`config.mk`:
```
export PLATFORM = sky130hd
export DESIGN_NAME = reg_status_file
export DESIGN_NICKNAME = d
export VERILOG_FILES = /design/src/rtl/reg_status_file.sv
export SDC_FILE = /design/constraint.sdc
export NUM_CORES = 2
export LEC_CHECK = 0
export ABC_CLOCK_PERIOD_IN_PS = 4700
export BUFFER_PORTS_ARGS = -buffer_cell sky130_fd_sc_hd__buf_2
export CORE_UTILIZATION = 58
export DETAILED_ROUTE_END_ITERATION = 16
export GPL_TIMING_DRIVEN = 0
export PLACE_DENSITY = 0.78
export SLEW_MARGIN = 20
export SYNTH_ARGS = -nofsm -noshare
export SYNTH_HDL_FRONTEND = slang
export SYNTH_SLANG_ARGS = --single-unit
export TNS_END_PERCENT = 20
```
`constraint.sdc`:
```
create_clock -name clk_in -period 4.7 [get_ports clk_in]
set_input_delay 0.94 -clock clk_in [delete_from_list [all_inputs] [get_ports clk_in]]
set_output_delay 0.94 -clock clk_in [all_outputs]
set_load 0.03 [all_outputs]
```
`src/rtl/reg_status_file.sv`:
```
// Purpose: architectural register values plus per-register pending ROB producer tags.
// Latency: reads are combinational, with a same-cycle commit bypass. Rename and commit reach state at the next posedge.
// Backpressure: there is no handshake; rdy_in=0 freezes all state while reads stay live.
// Ports:
//   clk_in, rst_in (sync, active-high), rdy_in (global enable)
//   rename_*     : dispatch records a new producer tag for a destination register
//   rs1_*, rs2_* : source index in; value or pending tag out (tag 0 = value ready)
//   cdb_*        : ROB commit broadcast retiring a value into architectural state
//   predict_fail : mispredict flush; drops all pending tags
module reg_status_file #(
  parameter int TAG_W = 4,
  parameter int NREG  = 32
) (
  input  logic             clk_in,
  input  logic             rst_in,
  input  logic             rdy_in,
  input  logic             rename_valid,
  input  logic [4:0]       rename_rd_idx,
  input  logic [TAG_W-1:0] rename_tag,
  input  logic [4:0]       rs1_idx,
  input  logic [4:0]       rs2_idx,
  output logic [31:0]      rs1_val,
  output logic [TAG_W-1:0] rs1_tag,
  output logic [31:0]      rs2_val,
  output logic [TAG_W-1:0] rs2_tag,
  input  logic             cdb_active,
  input  logic [TAG_W-1:0] cdb_tag,
  input  logic [4:0]       cdb_rd_idx,
  input  logic [31:0]      cdb_val,
  input  logic             predict_fail
);

  logic [31:0]      val_q [NREG];
  logic [TAG_W-1:0] tag_q [NREG];

  logic commit_en;
  logic rename_en;
  logic commit_clr;

  // x0 is never written, so its entries stay at their reset value of zero.
  assign commit_en  = rdy_in && cdb_active && (cdb_rd_idx != 5'd0);
  assign rename_en  = rdy_in && rename_valid && (rename_rd_idx != 5'd0) && !predict_fail;
  // The tag clears only when the committing inst is still the newest producer.
  // A mismatch means a younger rename is pending, so its tag must survive.
  assign commit_clr = commit_en && (tag_q[cdb_rd_idx] == cdb_tag);

  always_ff @(posedge clk_in) begin
    if (rst_in) begin
      for (int i = 0; i < NREG; i++) begin
        val_q[i] <= '0;
        tag_q[i] <= '0;
      end
    end else if (rdy_in) begin
      // In-order commit keeps architectural values correct even when the tag is stale.
      if (commit_en) begin
        val_q[cdb_rd_idx] <= cdb_val;
      end
      if (commit_clr) begin
        tag_q[cdb_rd_idx] <= '0;
      end
      if (predict_fail) begin
        for (int i = 0; i < NREG; i++) begin
          tag_q[i] <= '0;
        end
      end else if (rename_en) begin
        // Placed after the commit clear so that a same-cycle rename wins the tag.
        tag_q[rename_rd_idx] <= rename_tag;
      end
    end
  end

  // A commit whose tag matches the pending producer is forwarded in the same cycle.
  // Reads never observe a same-cycle rename.
  always_comb begin
    rs1_val = val_q[rs1_idx];
    rs1_tag = tag_q[rs1_idx];
    if (rs1_idx == 5'd0) begin
      rs1_val = '0;
      rs1_tag = '0;
    end else if (cdb_active && (cdb_rd_idx == rs1_idx) &&
                 (tag_q[rs1_idx] != '0) && (cdb_tag == tag_q[rs1_idx])) begin
      rs1_val = cdb_val;
      rs1_tag = '0;
    end
  end

  always_comb begin
    rs2_val = val_q[rs2_idx];
    rs2_tag = tag_q[rs2_idx];
    if (rs2_idx == 5'd0) begin
      rs2_val = '0;
      rs2_tag = '0;
    end else if (cdb_active && (cdb_rd_idx == rs2_idx) &&
                 (tag_q[rs2_idx] != '0) && (cdb_tag == tag_q[rs2_idx])) begin
      rs2_val = cdb_val;
      rs2_tag = '0;
    end
  end

endmodule

```
After elaboration in Yosys (flattened, before gate mapping)
Memories as Yosys holds them, arrays and structs flattened.
Index checks and enable logic that the tools add are counted.

word-level totals
  register bits = 0
  memories = 2
  output and inout port bits = 72
  ROM bits = 0
  bits in latches = 0
  logic and storage cells = 253
  bits in writable memories = 1152

cells by class
  magnitude comparators = 0
  multiplexer cells = 68
  multipliers = 0
  $add $sub $neg = 0
  shifts and indexed selects = 0
  bitwise gates (word level) = 125
  divide/modulo/power cells = 0
  reductions and logical operators = 22
  equal/unequal tests = 36

memories
  memory  words  width  read ports  clocked after memory_dff  write ports  RTL line  source
  val_q   32     32     2           0                         32           33        logic [31:0] val_q [NREG];
  tag_q   32     4      3           0                         32           34        logic [TAG_W-1:0] tag_q [NREG];

operators with widths
  operator                              number
  32-bit two-way mux                    5
  5-bit == test, second input constant  31
  4-bit two-way mux                     38
  1-bit AND                             62
  1-bit OR                              32
  32-bit OR reduction                   1
  1-bit NOT                             31
  1-bit two-way mux                     22
  5-bit two-way mux                     3
  4-bit == test                         3
  1-bit logical AND                     12
  5-bit == test                         2
  5-bit zero test                       2
  5-bit nonzero test                    2
  4-bit nonzero test                    2
  4-bit OR reduction                    2
  1-bit zero test                       1

Depth between registers and ports, before layout
  depth in word-level cells = 40
  depth in mapped cells = 13
  depth with buffers taken out = 8

Least setup slack after synthesis
OpenSTA, ideal clock, no wires.

  path kind = input port to output port
  start = in rs1_idx[2]
  end = out rs1_val[10]
  arrival time = 4088 ps
  data required time = 3760 ps
  stages on the path = 11
  slack = -328 ps
  cell sequence = clkbuf_1 > clkbuf_1 > mux4_2 > mux4_2 > mux2_2 > nor2_1 > o31ai_1 > a22oi_1 > nand2_1 > buf_2 > a211oi_1

between the ends
  cells in the longest elaborated chain, start to end = 6

ends and longest elaborated chain
  item                                                     RTL line  source
  from (decl)                                              20        input logic [4:0] rs1_idx,
  memory 32 x 4 bit or 5-bit == test (tied branches)       --
  4-bit nonzero test or 1-bit logical AND (tied branches)  81, 80
  1-bit logical AND                                        80        end else if (cdb_active && (cdb_rd_idx == rs1_idx) &&
  1-bit logical AND                                        81        (tag_q[rs1_idx] != '0) && (cdb_tag == tag_q[rs1_idx])) begin
  32-bit two-way mux                                       80
  32-bit two-way mux (*)                                   77        if (rs1_idx == 5'd0) begin
  to (decl)                                                22        output logic [31:0] rs1_val,

Every way passes the cells marked *; elsewhere a longest branch is shown, timed or not.

Final worst setup path
  start = in rs2_idx[1]
  end = out rs2_val[18]

between the ends
  cells in the longest elaborated chain, start to end = 6

ends and longest elaborated chain
  item                                                     RTL line  source
  from (decl)                                              21        input logic [4:0] rs2_idx,
  memory 32 x 4 bit or 5-bit == test (tied branches)       --
  4-bit nonzero test or 1-bit logical AND (tied branches)  94, 93
  1-bit logical AND                                        93        end else if (cdb_active && (cdb_rd_idx == rs2_idx) &&
  1-bit logical AND                                        94        (tag_q[rs2_idx] != '0) && (cdb_tag == tag_q[rs2_idx])) begin
  32-bit two-way mux                                       93
  32-bit two-way mux (*)                                   90        if (rs2_idx == 5'd0) begin
  to (decl)                                                24        output logic [31:0] rs2_val,

Marked as above.

==> impl_table.tex <==
\begin{tabular}{lr}
\hline
Metric & Value \\
\hline
\multicolumn{2}{l}{\textbf{Outcome}} \\
Result of the run & finished with violations \\
Failing checks & setup timing \\
\multicolumn{2}{l}{\textbf{Synthesis}} \\
Number of enable-type register cells in the synthesized netlist & 1152 \\
Unique cell type count in the Yosys netlist & 45 \\
Most instantiated flip-flop cell in the synthesis netlist & edfxtp\_1 \\
Synthesized flop and latch total & 1152 \\
Netlist area before placement & 0.06369 mm² \\
Top cells by instance count after synthesis & 1152 x edfxtp\_1, 1118 x and2\_1, 726 x mux4\_2 \\
Cell types occupying the most area after synthesis & edfxtp\_1 54\%, mux4\_2 26\%, and2\_1 11\% \\
Cell with the most instances after synthesis & edfxtp\_1 \\
Count of yosys warnings during synthesis & 0 \\
Fraction of synthesis flops using an asynchronous set or reset pin & 0\% \\
Top cell type's share of synthesized area & 54.32\% \\
Number of instances in the synthesized netlist & 4031 \\
Share of synthesized area occupied by flip-flops and latches & 54.32\% \\
Syn Area/Cell & 15.80 µm² \\
Biggest area consumer among synthesized cells & edfxtp\_1 \\
\multicolumn{2}{l}{\textbf{Detailed routing}} \\
Detail Route Antenna Nets & 0 \\
First-pass DRT Iterations & 13 \\
Via-to-Cell Ratio & 7.498 \\
Via count & 44045 \\
Remaining design rule violation count & 0 \\
Detailed Route WL & 232.3 mm \\
Number of violations reported at the end of detailed-routing iteration 0 & 8187 \\
Wire per inst & 39.55 µm \\
\multicolumn{2}{l}{\textbf{Setup path}} \\
Cell family with the largest share of critical-path delay & multiplexers \\
Reg-to-reg critical path endpoint & tag\_q[17][3]\$\_SDFFCE\_PN0P\_ \\
WP data arrival & 4.14 ns \\
Worst R2R Setup Slack & 0.46 ns \\
Critical Path Start Type & primary input \\
Cells along the critical path & buf\_12 > buf\_6 > clkbuf\_8 > clkbuf\_2 > clkbuf\_2 > mux4\_2 > mux4\_2 > mux2i\_2 > nor2\_1 > mux2\_4 > buf\_6 \\
Peak per-stage delay on the critical path & 0.51 ns \\
Reg2reg start & tag\_q[31][2]\$\_SDFFCE\_PN0P\_ \\
Crit path kind & primary input to primary output \\
Sort of element at the end of the critical path & primary output \\
Max Fanout on Critical Path & 10 \\
Crit path buffers/inverters & 6 \\
Crit path required time & 3.76 ns \\
Cell depth of the worst flop-to-flop path & 8 \\
Crit path max-delay cell type & mux4\_2 \\
\multicolumn{2}{l}{\textbf{Global route}} \\
Grt total ovfl & 0 \\
Global-route wire length before repair & 319.1 mm \\
Number of antenna violations at the first check in global routing & 14 \\
Pin count of the biggest net entering global routing & 33 \\
Vias in the first global route & 43059 \\
Total routing usage reported by global routing & 42.03\% \\
\multicolumn{2}{l}{\textbf{Clock network}} \\
Num Clock Sinks & 1152 \\
Skew-Pair Late Insertion Delay & 0.76 ns \\
CTS clock-pin slew for the worst setup and hold paths & 0.06 ns \\
CTS root buf & clkbuf\_16 \\
Clock Path Buffers & 3 \\
Clock tree from TritonCTS & built \\
H-Tree Depth & 3 \\
Inserted Clock Buffers & 121 \\
\multicolumn{2}{l}{\textbf{Placed design}} \\
Global placement routability congestion & 1.019 \\
DP Wirelength & 153.2 mm \\
I/O Buffers & 130 \\
\multicolumn{2}{l}{\textbf{Layout}} \\
Share of the core filled with cells & 66.85\% \\
Relative area change from synthesis to final layout & 14.25\% \\
Final Net Count & 4414 \\
Layout cell share with drive strength beyond 1 & 31.82\% \\
\multicolumn{2}{l}{\textbf{Floorplanning}} \\
Width of the die & 333.4 µm \\
Effective utilization at floorplan & 58.51\% \\
I/O pin count & 138 \\
Die footprint & 0.1111 mm² \\
Std-Cell Core Area & 0.1089 mm² \\
Vertical die dimension & 333.4 µm \\
Rows & 121 \\
\multicolumn{2}{l}{\textbf{Power}} \\
Design Power & 26060 µW \\
Leakage power of the design & 0.02509 µW \\
Peak VDD IR & 0.0003313 V \\
Power Density & 358.1 mW/mm² \\
\multicolumn{2}{l}{\textbf{Timing}} \\
Final Hold Violating Endpoints & 0 \\
Number of max-slew violations in the final report & 0 \\
Setup slack of the critical path after layout & -0.3769 ns \\
Final setup skew & 0.01905 ns \\
Maximum achievable frequency & 0.1970 GHz \\
Setup TNS & -18.30 ns \\
Post-layout minimum cycle time & 5.077 ns \\
Final number of setup-violating endpoints & 103 \\
Period Utilization, post-route & 108.0\% \\
RSZ-0062 raised after global routing & yes \\
Max-slew headroom at the worst pin & 9.031\% \\
Worst-Margin Slew & 1.365 ns \\
\multicolumn{2}{l}{\textbf{Hold path}} \\
Hold Crit Class & primary input to register \\
Hold Path End & tag\_q[31][0]\$\_SDFFCE\_PN0P\_ \\
Worst hold path depth & 2 \\
Hold Crit Start & rename\_tag[0] \\
\multicolumn{2}{l}{\textbf{Flow run}} \\
Maximum capacitance violations & 0 \\
\hline
\end{tabular}
## state kept, by name, indices dropped and copies added, names as in the netlist
signal  cells
tag_q     128
val_q    1024
## repair_timing
action                     CTS  global route
gates cloned                 5             0
buffers inserted            15             6
pin swaps                   10             9
gates resized for setup    623            52
setup endpoints to repair  202           196
hold buffers                 0             0
## routing by layer
metal	wire [µm]	vias up	GRT usage [%]
met5	606	-	2.475
met4	19130	22	27.90
met3	37460	1151	15.90
met2	100900	4614	61.09
met1	74170	21993	52.67
li1	-	16265	-
## power breakdown
group	leakage [µW]	internal (µW)	total, µW	switching, µW
registers	0.0110	11900	12200	328
clock network	0.00190	5430	9730	4290
logic	0.0122	1810	4130	2320
total	0.0251	19100	26100	6940
## layout by cell type, fill, tap and decap left out, drive strengths merged, types with 3 or more instances in the layout
cell type / count
nand2b: 6
a22oi: 19
nor3: 39
nor2b: 46
and3b: 3
xor2: 11
mux2: 36
o31ai: 9
o21ai: 26
nand3: 11
clkinv: 56
inv: 9
mux4: 726
or2: 33
clkinvlp: 3
and2: 1118
nor4: 8
clkbuf: 471
conb: 36
xnor2: 8
nor2: 141
a211oi: 36
diode: 13
bufinv: 13
nand4: 4
edfxtp: 1152
mux2i: 118
nand2: 26
buf: 254
a21oi: 9
## cells by family (layout without fill, tap and decap cells)
group	Yosys count	after routing	synth area share, %
AO/OA/AOI/OAI	110	110	1.175
XOR/XNOR	19	19	0.2613
buffers and inverters	427	808	2.623
flip-flops	1152	1152	54.32
multiplexers	880	880	28.16
other	1	49	0.005888
AND/OR/NAND/NOR	1442	1442	13.46
## worst reg2reg max path, delay by kind of cell (launching register included)
kind / cells / cell delay (ns)
AND/OR/NAND/NOR: 2 / 1.43
AO/OA/AOI/OAI: 3 / 0.99
multiplexers: 2 / 0.82
XOR/XNOR: 1 / 0.18
flip-flops: 1 / 0.45
## cell type report
type | instances | area, µm²
fillers | 7312 | 36090
flip-flops and latches | 1152 | 34590
multi-input cells | 2487 | 28420
clock buffers | 145 | 3118
plain buffers | 420 | 2590
well taps | 1414 | 1769
repair buffers | 162 | 1448
clock inverters | 77 | 778.2
diodes | 13 | 32.53
inverters | 4 | 15.01
## how the worst max path moves through the flow
stage | endpoint | depth (start not counted) | slack [ns] | from
2_1_floorplan | rs1_val[0] | 10 | -0.11 | rs1_idx[1]
3_3_place_gp | rs1_val[19] | 10 | -3.61 | rs1_idx[1]
3_5_place_dp | rs2_val[22] | 11 | -2.38 | rs2_idx[1]
4_1_cts | rs2_val[30] | 13 | -0.26 | rs2_idx[1]
5_1_grt | rs1_val[14] | 10 | -0.36 | tag_q[31][0]$_SDFFCE_PN0P_
6_report | rs2_val[18] | 11 | -0.38 | rs2_idx[1]
## through the flow
stage | hold WS [ns] | std cells | setup WS [ns] | cell area, µm²
finish | 0.5448 | 5874 | -0.3769 | 72760
global route | 0.5660 | 5862 | -0.3583 | 72730
CTS | 0.5366 | 5856 | -0.2568 | 72540
detailed placement | 1.296 | 5616 | -2.380 | 66670
global placement | 1.273 | 5610 | -3.608 | 66450
floorplan | 1.138 | 4066 | -0.1065 | 64030
Note: power is estimated with default switching activity, not from simulation.
